===== config.mk =====
export PLATFORM = sky130hd
export DESIGN_NAME = mic1_sequencer
export DESIGN_NICKNAME = d
export VERILOG_FILES = /design/src/rtl/mic1_sequencer.sv
export SDC_FILE = /design/constraint.sdc
export NUM_CORES = 1
export LEC_CHECK = 0
export CAP_MARGIN = 20
export CORE_MARGIN = 2
export CORE_UTILIZATION = 35
export DETAILED_ROUTE_END_ITERATION = 12
export DONT_BUFFER_PORTS = 1
export SLEW_MARGIN = 0
export SYNTH_ARGS = -nofsm -noshare
export SYNTH_HDL_FRONTEND = slang
export SYNTH_SLANG_ARGS = --single-unit
export TNS_END_PERCENT = 50

===== constraint.sdc =====
create_clock -name clk -period 2.8 [get_ports clk]
set_input_delay 0.84 -clock clk [delete_from_list [all_inputs] [get_ports clk]]
set_output_delay 0.84 -clock clk [all_outputs]
set_load 0.01 [all_outputs]

===== src/rtl/mic1_sequencer.sv =====
// rtl/mic1_sequencer.sv - MIC-1 microsequencer: MPC/MIR, next-address logic, memory request handshakes
module mic1_sequencer #(
  parameter int               MPC_W      = 9,
  parameter int               MBR_W      = 8,
  parameter logic [MPC_W-1:0] RESET_ADDR = '0,
  parameter logic [MPC_W-1:0] HALT_ADDR  = '1
) (
  input  logic              clk,
  input  logic              resetn,
  output logic [MPC_W-1:0]  cs_addr,
  input  logic [MPC_W+26:0] cs_rdata,
  output logic [MPC_W+26:0] mir,
  output logic              exec_en,
  input  logic              alu_n,
  input  logic              alu_z,
  input  logic [MBR_W-1:0]  mbr,
  output logic              n_flag,
  output logic              z_flag,
  output logic              mem_rd,
  output logic              mem_wr,
  input  logic              mem_ack,
  output logic              fetch,
  input  logic              fetch_ack,
  output logic              halted
);

  localparam int MIR_W = MPC_W + 27;

  // MIR bit positions of the control fields the sequencer itself consumes
  localparam int MEM_FETCH = 4;
  localparam int MEM_READ  = 5;
  localparam int MEM_WRITE = 6;
  localparam int JAM_Z     = 24;
  localparam int JAM_N     = 25;
  localparam int JAM_MPC   = 26;
  localparam int NEXT_LSB  = 27;

  typedef enum logic [2:0] {
    ST_RESET,
    ST_FETCH,
    ST_LOAD,
    ST_EXEC,
    ST_HALTED
  } state_t;

  state_t           state_q, state_d;
  logic [MPC_W-1:0] mpc_q, mpc_d;
  logic [MPC_W-1:0] next_addr;
  logic [MIR_W-1:0] mir_q, mir_d;
  logic             n_flag_q, n_flag_d;
  logic             z_flag_q, z_flag_d;
  logic             mem_rd_q, mem_rd_d;
  logic             mem_wr_q, mem_wr_d;
  logic             fetch_q, fetch_d;
  logic             pending;
  logic             exec_c;

  // Any outstanding request blocks the commit of the microinstruction sitting in EXEC.
  assign pending = mem_rd_q | mem_wr_q | fetch_q;

  // Sequencer control: FETCH -> LOAD -> EXEC, holding EXEC while a request is outstanding.
  always_comb begin
    state_d = state_q;
    exec_c  = 1'b0;
    case (state_q)
      ST_RESET:  state_d = ST_FETCH;
      ST_FETCH:  state_d = (mpc_q == HALT_ADDR) ? ST_HALTED : ST_LOAD;
      ST_LOAD:   state_d = ST_EXEC;
      ST_EXEC: begin
        if (!pending) begin
          exec_c  = 1'b1;
          state_d = ST_FETCH;
        end
      end
      ST_HALTED: state_d = ST_HALTED;
      default:   state_d = ST_RESET;
    endcase
  end

  // Next microaddress: NEXT, MSB forced by the enabled flag jumps, then OR'd with MBR for JMPC.
  always_comb begin
    next_addr = mir_q[MIR_W-1:NEXT_LSB];
    if ((mir_q[JAM_N] && alu_n) || (mir_q[JAM_Z] && alu_z)) begin
      next_addr[MPC_W-1] = 1'b1;
    end
    if (mir_q[JAM_MPC]) begin
      next_addr = next_addr | MPC_W'(mbr);
    end
  end

  // Register updates: MIR on LOAD, MPC/flags/new requests on commit, request clear on ack.
  always_comb begin
    mpc_d    = mpc_q;
    mir_d    = mir_q;
    n_flag_d = n_flag_q;
    z_flag_d = z_flag_q;
    mem_rd_d = mem_rd_q & ~mem_ack;
    mem_wr_d = mem_wr_q & ~mem_ack;
    fetch_d  = fetch_q & ~fetch_ack;
    if (state_q == ST_LOAD) begin
      mir_d = cs_rdata;
    end
    if (exec_c) begin
      // Nothing is pending on a commit cycle, so a stray ack here cannot cancel a new request.
      mpc_d    = next_addr;
      n_flag_d = alu_n;
      z_flag_d = alu_z;
      mem_rd_d = mir_q[MEM_READ];
      mem_wr_d = mir_q[MEM_WRITE];
      fetch_d  = mir_q[MEM_FETCH];
    end
  end

  // State and register bank; reset drops any outstanding request without waiting for its ack.
  always_ff @(posedge clk or negedge resetn) begin
    if (!resetn) begin
      state_q  <= ST_RESET;
      mpc_q    <= RESET_ADDR;
      mir_q    <= '0;
      n_flag_q <= 1'b0;
      z_flag_q <= 1'b0;
      mem_rd_q <= 1'b0;
      mem_wr_q <= 1'b0;
      fetch_q  <= 1'b0;
    end else begin
      state_q  <= state_d;
      mpc_q    <= mpc_d;
      mir_q    <= mir_d;
      n_flag_q <= n_flag_d;
      z_flag_q <= z_flag_d;
      mem_rd_q <= mem_rd_d;
      mem_wr_q <= mem_wr_d;
      fetch_q  <= fetch_d;
    end
  end

  assign cs_addr = mpc_q;
  assign mir     = mir_q;
  assign exec_en = exec_c;
  assign n_flag  = n_flag_q;
  assign z_flag  = z_flag_q;
  assign mem_rd  = mem_rd_q;
  assign mem_wr  = mem_wr_q;
  assign fetch   = fetch_q;
  assign halted  = (state_q == ST_HALTED);

endmodule


## Yosys cells after proc, flatten, opt, wreduce, memory -nomap -nowiden

Cells that the tools add are included.

- Register bits after elaboration: 53
- Input port bits: 50
- Logic and storage cells: 36

- Equal/unequal tests: 6
- Multiplexer cells: 10
- Bitwise gates (word level): 8
- Reductions and logical operators: 4

Operators by type and width:

| kind | count |
|---|---|
| one-hot mux 3 bit (5 select lines) | 1 |
| == test 9 bit (second input constant) | 1 |
| 2-to-1 mux 9 bit | 1 |
| bitwise OR 9 x 8 -> 9 bit | 1 |
| == test 3 x 2 -> 1 bit (second input constant) | 2 |
| 2-to-1 mux 1 bit | 6 |
| 2-to-1 mux 3 bit | 2 |
| AND 1 bit | 3 |
| == test 3 x 1 -> 1 bit (second input constant) | 1 |
| == test 3 bit (second input constant) | 1 |
| logical NOT 3 bit | 1 |
| logical AND 1 bit | 2 |
| != test 2 bit (second input constant) | 1 |
| inverter 1 bit | 2 |
| bitwise OR 1 bit | 2 |
| logical OR 1 bit | 1 |

## Longest topological paths before layout

Gate-level depths: netlist of run 1.

- Depth in word-level cells: 5
- Depth in mapped cells: 5
- Depth with buffers taken out: 4

## Worst setup path after synthesis of run 1

OpenSTA, ideal clock, no wires.

- Path type: reg2out
- Start point: register mem_wr_q (netlist: mem_wr)
- End point: output exec_en
- Arrival: 1464 ps
- Data required time: 1960 ps
- Path slack: 496 ps
- Cell stages (with the launch flop): 5
- Cells stage by stage: dfrtp_1 or4b_1 or2_1 buf_2 inv_2

- Word-level cells in the longest chain between the ends: 4

Ends and longest elaborated chain:

| item | RTL line | text |
|---|---|---|
| start: declaration | 53 | `logic mem_wr_q, mem_wr_d;` |
| start signal: assignment | 132 | `mem_wr_q <= mem_wr_d;` |
| bitwise OR 1 bit (2 in a row) | 59 | `assign pending = mem_rd_q \| mem_wr_q \| fetch_q;` |
| 2-to-1 mux 1 bit | 70 | `if (!pending) begin` |
| 2-to-1 mux 1 bit | 65 | `case (state_q)` |
| end: declaration | 13 | `output logic exec_en,` |

Every way passes these cells.

## Worst setup path in the final report of run 1

Same ends and word-level chain as after synthesis.

==> results of run 1 <==
==> cell usage after synthesis (2+ instances only) <==
master,number
a21oi_1,9
a22o_1,3
buf_2,4
clkbuf_1,2
dfrtp_1,53
inv_1,2
mux2_1,3
mux2_2,35
nand2_1,2
nor2_1,2
o21ai_0,9
o21ai_1,9
==> routing by layer <==
metal / vias to the layer above / track usage, % / wire length [um]
met5: - / 0 / 0
met4: 0 / 8.983 / 153
met3: 12 / 3.371 / 256
met2: 45 / 24.58 / 2436
met1: 591 / 15.57 / 1548
li1: 527 / - / -
==> cell usage in the layout (no fill, tap or decap), drive strengths merged <==
master / count
nor4b: 1
buf: 2
a221oi: 1
nand2: 2
mux2: 38
o31ai: 1
inv: 3
a21oi: 9
a22o: 3
a21o: 1
nand2b: 1
nand3: 1
clkbuf: 7
or2: 1
or4b: 1
nor3b: 1
o21ai: 18
nand4: 1
nor2b: 1
nor2: 3
dfrtp: 53
==> state kept, by name, indices dropped and copies added (netlist names) <==
signal	count
cs_addr	9
z_flag	1
mem_rd	1
fetch	1
mir	36
state_q	3
n_flag	1
mem_wr	1
==> power by group through the flow <==
stage                     Clock (uW)  Combinational [uW]  Sequential [uW]
after global placement             0                2.18              784
after CTS                        438                2.42              768
after floorplan                    0                2.11              783
after detailed placement           0                2.42              784
final                            421                2.34              768
after global routing             474                2.80              769
==> layout make-up <==
class	count	area, um2	area share [%]
multi-input combinational	84	695.7	31.27
tap	72	90.09	4.050
inverter	3	11.26	0.5062
sequential	53	1326	59.62
clock buffer	7	86.33	3.881
timing repair buffer	2	15.01	0.6749
==> per-stage QoR <==
step                std cells  util (%)  hold WS (ps)  worst slack [ps]  instance area [um2]
global route              221     39.67         207.7             3.816                 2225
global placement          214     38.13         463.0             449.4                 2138
finish                    221     39.67         232.3             100.9                 2225
detailed placement        214     38.13         476.2             419.4                 2138
floorplan                 147         -         447.2             496.4                 2059
CTS                       221     39.67         217.6             78.98                 2225
==> how the worst max path moves through the flow <==
| stage | slack, ps | end | start | depth (start not counted) |
|---|---|---|---|---|
| 2_1_floorplan | 500 | exec_en | mem_wr | 4 |
| 3_3_place_gp | 450 | exec_en | mem_wr | 3 |
| 3_5_place_dp | 420 | exec_en | mem_wr | 3 |
| 4_1_cts | 80 | exec_en | mem_wr | 3 |
| 5_1_grt | 4 | exec_en | mem_wr | 3 |
| 6_report | 100 | exec_en | mem_wr | 3 |
==> logic make-up after synthesis <==
| logic type | after synthesis | synth area share, % |
|---|---|---|
| multiplexers | 38 | 20.78 |
| flip-flops | 53 | 64.40 |
| AO/OA/AOI/OAI | 33 | 8.992 |
| buffers and inverters | 10 | 2.066 |
| AND/OR/NAND/NOR | 13 | 3.768 |
==> impl_metrics.csv, run 1 <==
group,metric,value,unit
status,status,"complete, no violations",
synth,synthArstFlopShare,100.0,%
clock_network,clk_latency,300,ps
clock_network,cts_resized,0,
clock_network,cts_buffers,5,
route,antenna_left,0,
pwr,leakagePower,0.001040,uW
global_route,overflow,0,
floorplan,die_w,80.71,um
cells_and_area,finalNetCount,199,
critical_path,required,1960,ps
synth,ys_ff_latch,53,
worst_hold_path,hp-class,"in -> async",
floorplan,core_region_area,5608,um2
global_route,grt_pass1_vias,1339,
synth,synth.distinct_cells,26,
cells_and_area,syn2layout_area_growth,8.019,%
placed_design,dp_hpwl,3308,um
clock_network,cts_setup_buffers,0,
synth,synth_ff_type,"dfrtp_1",
floorplan,die_area,6514,um2
synth,yosysWarnings,0,
critical_path,worst-path-buf-inv,1,
clock_network,cts.sinks,53,
pwr,power.internal,964.2,uW
pwr,p_sw,226.8,uW
clock_network,ctsRootBufferMaster,"clkbuf_8",
floorplan,fp-row-count,27,
global_route,grt_use_total,14.18,%
global_route,grt_start_max_net_pins,54,
pwr,sw_frac_of_total,19.04,%
pwr,p_per_area,535.3,nW/um2
pwr,ir_drop,0.1952,mV
route,dr.pass1.iters,4,
cells_and_area,num-fill-cells,558,
placed_design,gp_congestion,0.7390,
sta,period_share,96.40,%
pwr,power,1191,uW
placed_design,port_buffers,0,
critical_path,path_max_fanout,11,
critical_path,worstSetupStartpointType,"flop",
sta,period_needed,2699,ps
sta,finalHoldViolCount,0,
synth,synth_edf_count,0,
critical_path,criticalPathCategory,"reg -> out",
route,vias,1175,
critical_path,cp.arrival,1860,ps
route,drc,0,
route,avgViaCountPerCell,5.317,
critical_path,cp-end-kind,"output port",
synth,syn_nets,197,
global_route,antenna_found_initial,0,
critical_path,crit_slowest_cell,"or4b_1",
clock_network,cts_tree,"built",
critical_path,rr_worst_depth,4,
cells_and_area,drive_gt1_share,30.20,%
sta,clock.fmax,370.5,MHz
synth,yosys.area.top_type,"dfrtp_1",
clock_network,cts_hold_buf,0,
synth,syn_avg_cell_area,14.01,um2
synth,syn_area,2059,um2
clock_network,clockBufferDepth,2,
critical_path,path_cells,"or4b_1, or2_1, inv_2",
critical_path,cp_top_family,"simple AND/OR/NAND/NOR gates",
synth,synth-seq-area-share,64.40,%
floorplan,dieHeight,80.71,um
sta,slew_headroom,65.56,%
cells_and_area,antenna_cells,0,
sta,fin_skew,8.893,ps
synth,netlist_top_cells_area,"dfrtp_1, mux2_2, a21oi_1, o21ai_0, o21ai_1",
route,first_iter_violations,37,
critical_path,regToRegSetupSlack,740,ps
clock_network,htree_levels,2,
synth,synth_top_area_share,64.40,%
sta,tightest_slew,515.4,ps
floorplan,pin_count,102,
synth,syn_inst,147,
job,max_cap_violations,0,
critical_path,reg2reg_from,"mem_wr",
sta,rsz0062_at_grt,"false",
route,wl_per_cell,19.89,um
critical_path,r2r-end,"z_flag",
sta,drv_slew,0,
route,wl,4395,um
pwr,clock_power_share,35.3,%
sta,fin_setup_tns,0,ps
critical_path,slowest_delay,700,ps
clock_network,path_clk_slew,90,ps
sta,finalSetupViolations,0,
pwr,pwr-share-seq,64.5,%
floorplan,start_util,36.72,%
global_route,grt_pass1_wl,6879,um
pwr,combPwrFrac,0.2,%
Power figures use the tool's default switching activity.
==> run 2: changes to the inputs <==
--- a/config.mk
+++ b/config.mk
@@ -5,6 +5,7 @@
 export SDC_FILE = /design/constraint.sdc
 export NUM_CORES = 1
 export LEC_CHECK = 0
+export ABC_AREA = 1
 export CAP_MARGIN = 20
 export CORE_MARGIN = 2
 export CORE_UTILIZATION = 35
==> constraint.sdc (replaced) <==
create_clock -name clk -period 2.8 [get_ports clk]
set_input_delay 0.84 -clock clk [delete_from_list [all_inputs] [get_ports clk]]
set_output_delay 0.84 -clock clk [all_outputs]
set_load 0.02 [all_outputs]
==> run 2 against run 1 <==
Compared with the run above:
- clock skew decreased by 5.7 ps
- worst hold slack lost 11 ps
- via count grew 31%
- synthesized area up 7.1%
- count of clock-buffer cells in the layout decreased by 2
- sequential cell count did not move
- clock power about the same
- non-clock buffer count unchanged
- utilization fell by 0.93 points
- global-route usage is 0.52 points lower
- critical path depth grew 1
- largest cell class unchanged
- highest routed layer unchanged
==> impl_metrics.csv, run 2 <==
group,metric,value,unit
cells_and_area,utilization,38.74,%
pwr,leakagePower,0.001003,uW
synth,ys_ff_latch,53,
route,first_iter_violations,125,
synth,synth.distinct_cells,20,
route,drc,0,
clock_network,cts_tree,"built",
floorplan,die_w,83.39,um
critical_path,rr_worst_depth,7,
worst_hold_path,hp-class,"in -> async",
global_route,grt_start_max_net_pins,54,
route,avgViaCountPerCell,4.733,
sta,whs,221.0,ps
critical_path,reg2reg_from,"fetch",
synth,synth_edf_count,0,
critical_path,cp.arrival,1300,ps
synth,ys_top_cells_by_count,"nand2_1, dfrtp_1, o21ai_0",
synth,yosys.area.top_type,"dfrtp_1",
synth,synth_ff_type,"dfrtp_1",
job,max_cap_violations,0,
sta,slew_headroom,66.20,%
synth,yosysWarnings,0,
route,wl_per_cell,14.31,um
critical_path,criticalPathCategory,"reg -> out",
synth,synthArstFlopShare,100.0,%
clock_network,clockBufferDepth,2,
cells_and_area,syn2layout_area_growth,5.219,%
cells_and_area,antenna_cells,0,
global_route,antenna_found_initial,0,
placed_design,port_buffers,0,
sta,rsz0062_at_grt,"false",
placed_design,dp.cells,318,
synth,syn_inst,251,
synth,syn_avg_cell_area,8.788,um2
cells_and_area,largest_reg_flops,36,
clock_network,htree_levels,2,
status,status,"complete, no violations",
pwr,ir_drop,0.1949,mV
pwr,p_per_area,509.7,nW/um2
cells_and_area,final_common_cell,"nand2_1",
placed_design,dp_hpwl,3285,um
sta,clock.fmax,468.0,MHz
synth,netlist_top_cells_area,"dfrtp_1, nand2_1, o21ai_0, a21o_1, buf_6",
global_route,grt_pass1_vias,1550,
floorplan,fp-row-count,28,
cells_and_area,finalNetCount,300,
route,dr.pass1.iters,4,
clock_network,ctsRootBufferMaster,"clkbuf_8",
clock_network,cts.sinks,53,
cells_and_area,final_cell_mix,"nand2_1, dfrtp_1, o21ai_0, a21o_1, inv_1",
global_route,grt_use_total,13.66,%
critical_path,regToRegSetupSlack,1320,ps
cells_and_area,register_area,1326,um2
cells_and_area,finalNonFillerCells,326,
clock_network,clk_latency,300,ps
clock_network,cts_hold_buf,0,
cells_and_area,multi_input_area,757.0,um2
global_route,grt_pass1_wl,7672,um
clock_network,path_clk_slew,90,ps
clock_network,cts_resized,0,
route,wl,4665,um
synth,synth-seq-area-share,60.12,%
sta,finalHoldViolCount,0,
critical_path,required,1960,ps
synth,yosysMostFrequentCell,"nand2_1",
synth,syn_nets,301,
cells_and_area,num-fill-cells,615,
placed_design,gp_congestion,0.8041,
synth,syn_area,2206,um2
critical_path,path_max_fanout,12,
synth,synth_top_area_share,60.12,%
floorplan,die_area,6954,um2
sta,finalSetupViolations,0,
route,antenna_left,0,
sta,drv_slew,0,
floorplan,core_region_area,5991,um2
critical_path,worstSetupStartpointType,"flop",
sta,period_needed,2137,ps
sta,tightest_slew,507.0,ps
critical_path,cp-end-kind,"output port",
sta,period_share,76.31,%
sta,fin_setup_tns,0,ps
global_route,overflow,0,
route,vias,1543,
cells_and_area,drive_gt1_share,7.171,%
floorplan,start_util,36.82,%
floorplan,dieHeight,83.39,um
critical_path,r2r-end,"fetch",
floorplan,pin_count,102,
clock_network,cts_setup_buffers,0,
sta,fin_skew,3.147,ps
clock_network,cts_buffers,5,
[run 2: cell count changes after synthesis, sizes merged, moves of 7 or more]
cell,previous run,this run
nand2,2,143
mux2,38,0
a21o,1,8
a21oi,9,2
inv,3,10
[run 2: area by class of cell]
cell class	count	area share, %
clock buffer	5	2.965
clock inverter	3	0.7547
inverter	10	1.833
multi-input combinational	178	32.61
sequential	53	57.14
tap	75	4.043
timing repair buffer	2	0.6469
[run 2: worst max-delay path by stage]
stage                       from  endpoint  slack (ps)  depth (start not counted)
final                      fetch   exec_en         660                          4
after global routing      mem_rd   exec_en         590                          4
after CTS                  fetch   exec_en         650                          4
after detailed placement   fetch   exec_en        1000                          4
after global placement     fetch   exec_en         990                          4
after floorplan            fetch   exec_en         970                          4
[run 2: cell families (layout without fill, tap and decap cells)]
kind of cell	after synthesis	count (layout)	synth area share, %
and+or+nand+nor	153	153	27.74
buffers and inverters	20	20	5.558
AOI/OAI and AO/OA	25	25	6.580
DFF	53	53	60.12
[run 2: per-stage QoR]
step,instance area (um2),power [uW],worst slack [ps]
finish,2321,1183,663.2
global route,2321,1234,590.6
CTS,2321,1205,650.3
detailed placement,2235,780.4,1004
global placement,2235,780.4,987.0
floorplan,2206,780.4,973.6
[run 2: critical path, stage by stage, from the launching register on]
cell     delay [ps]
dfrtp_1         460
inv_1           100
nand3_1          80
buf_4           180
nor2_4          170
[run 2: routing by layer]
| layer | track usage (%) | share of wire [%] | vias up |
|---|---|---|---|
| met5 | 0 | 0 | - |
| li1 | - | - | 765 |
| met2 | 20.82 | 45 | 77 |
| met1 | 18.54 | 46 | 699 |
| met4 | 3.577 | 0.32 | 0 |
| met3 | 4.871 | 8.8 | 2 |
[run 2: report_power, final]
group              switching, uW  internal [uW]
sequential     0.000000000000365            765
clock                        245            173
combinational              0.153          0.168
total                        245            938
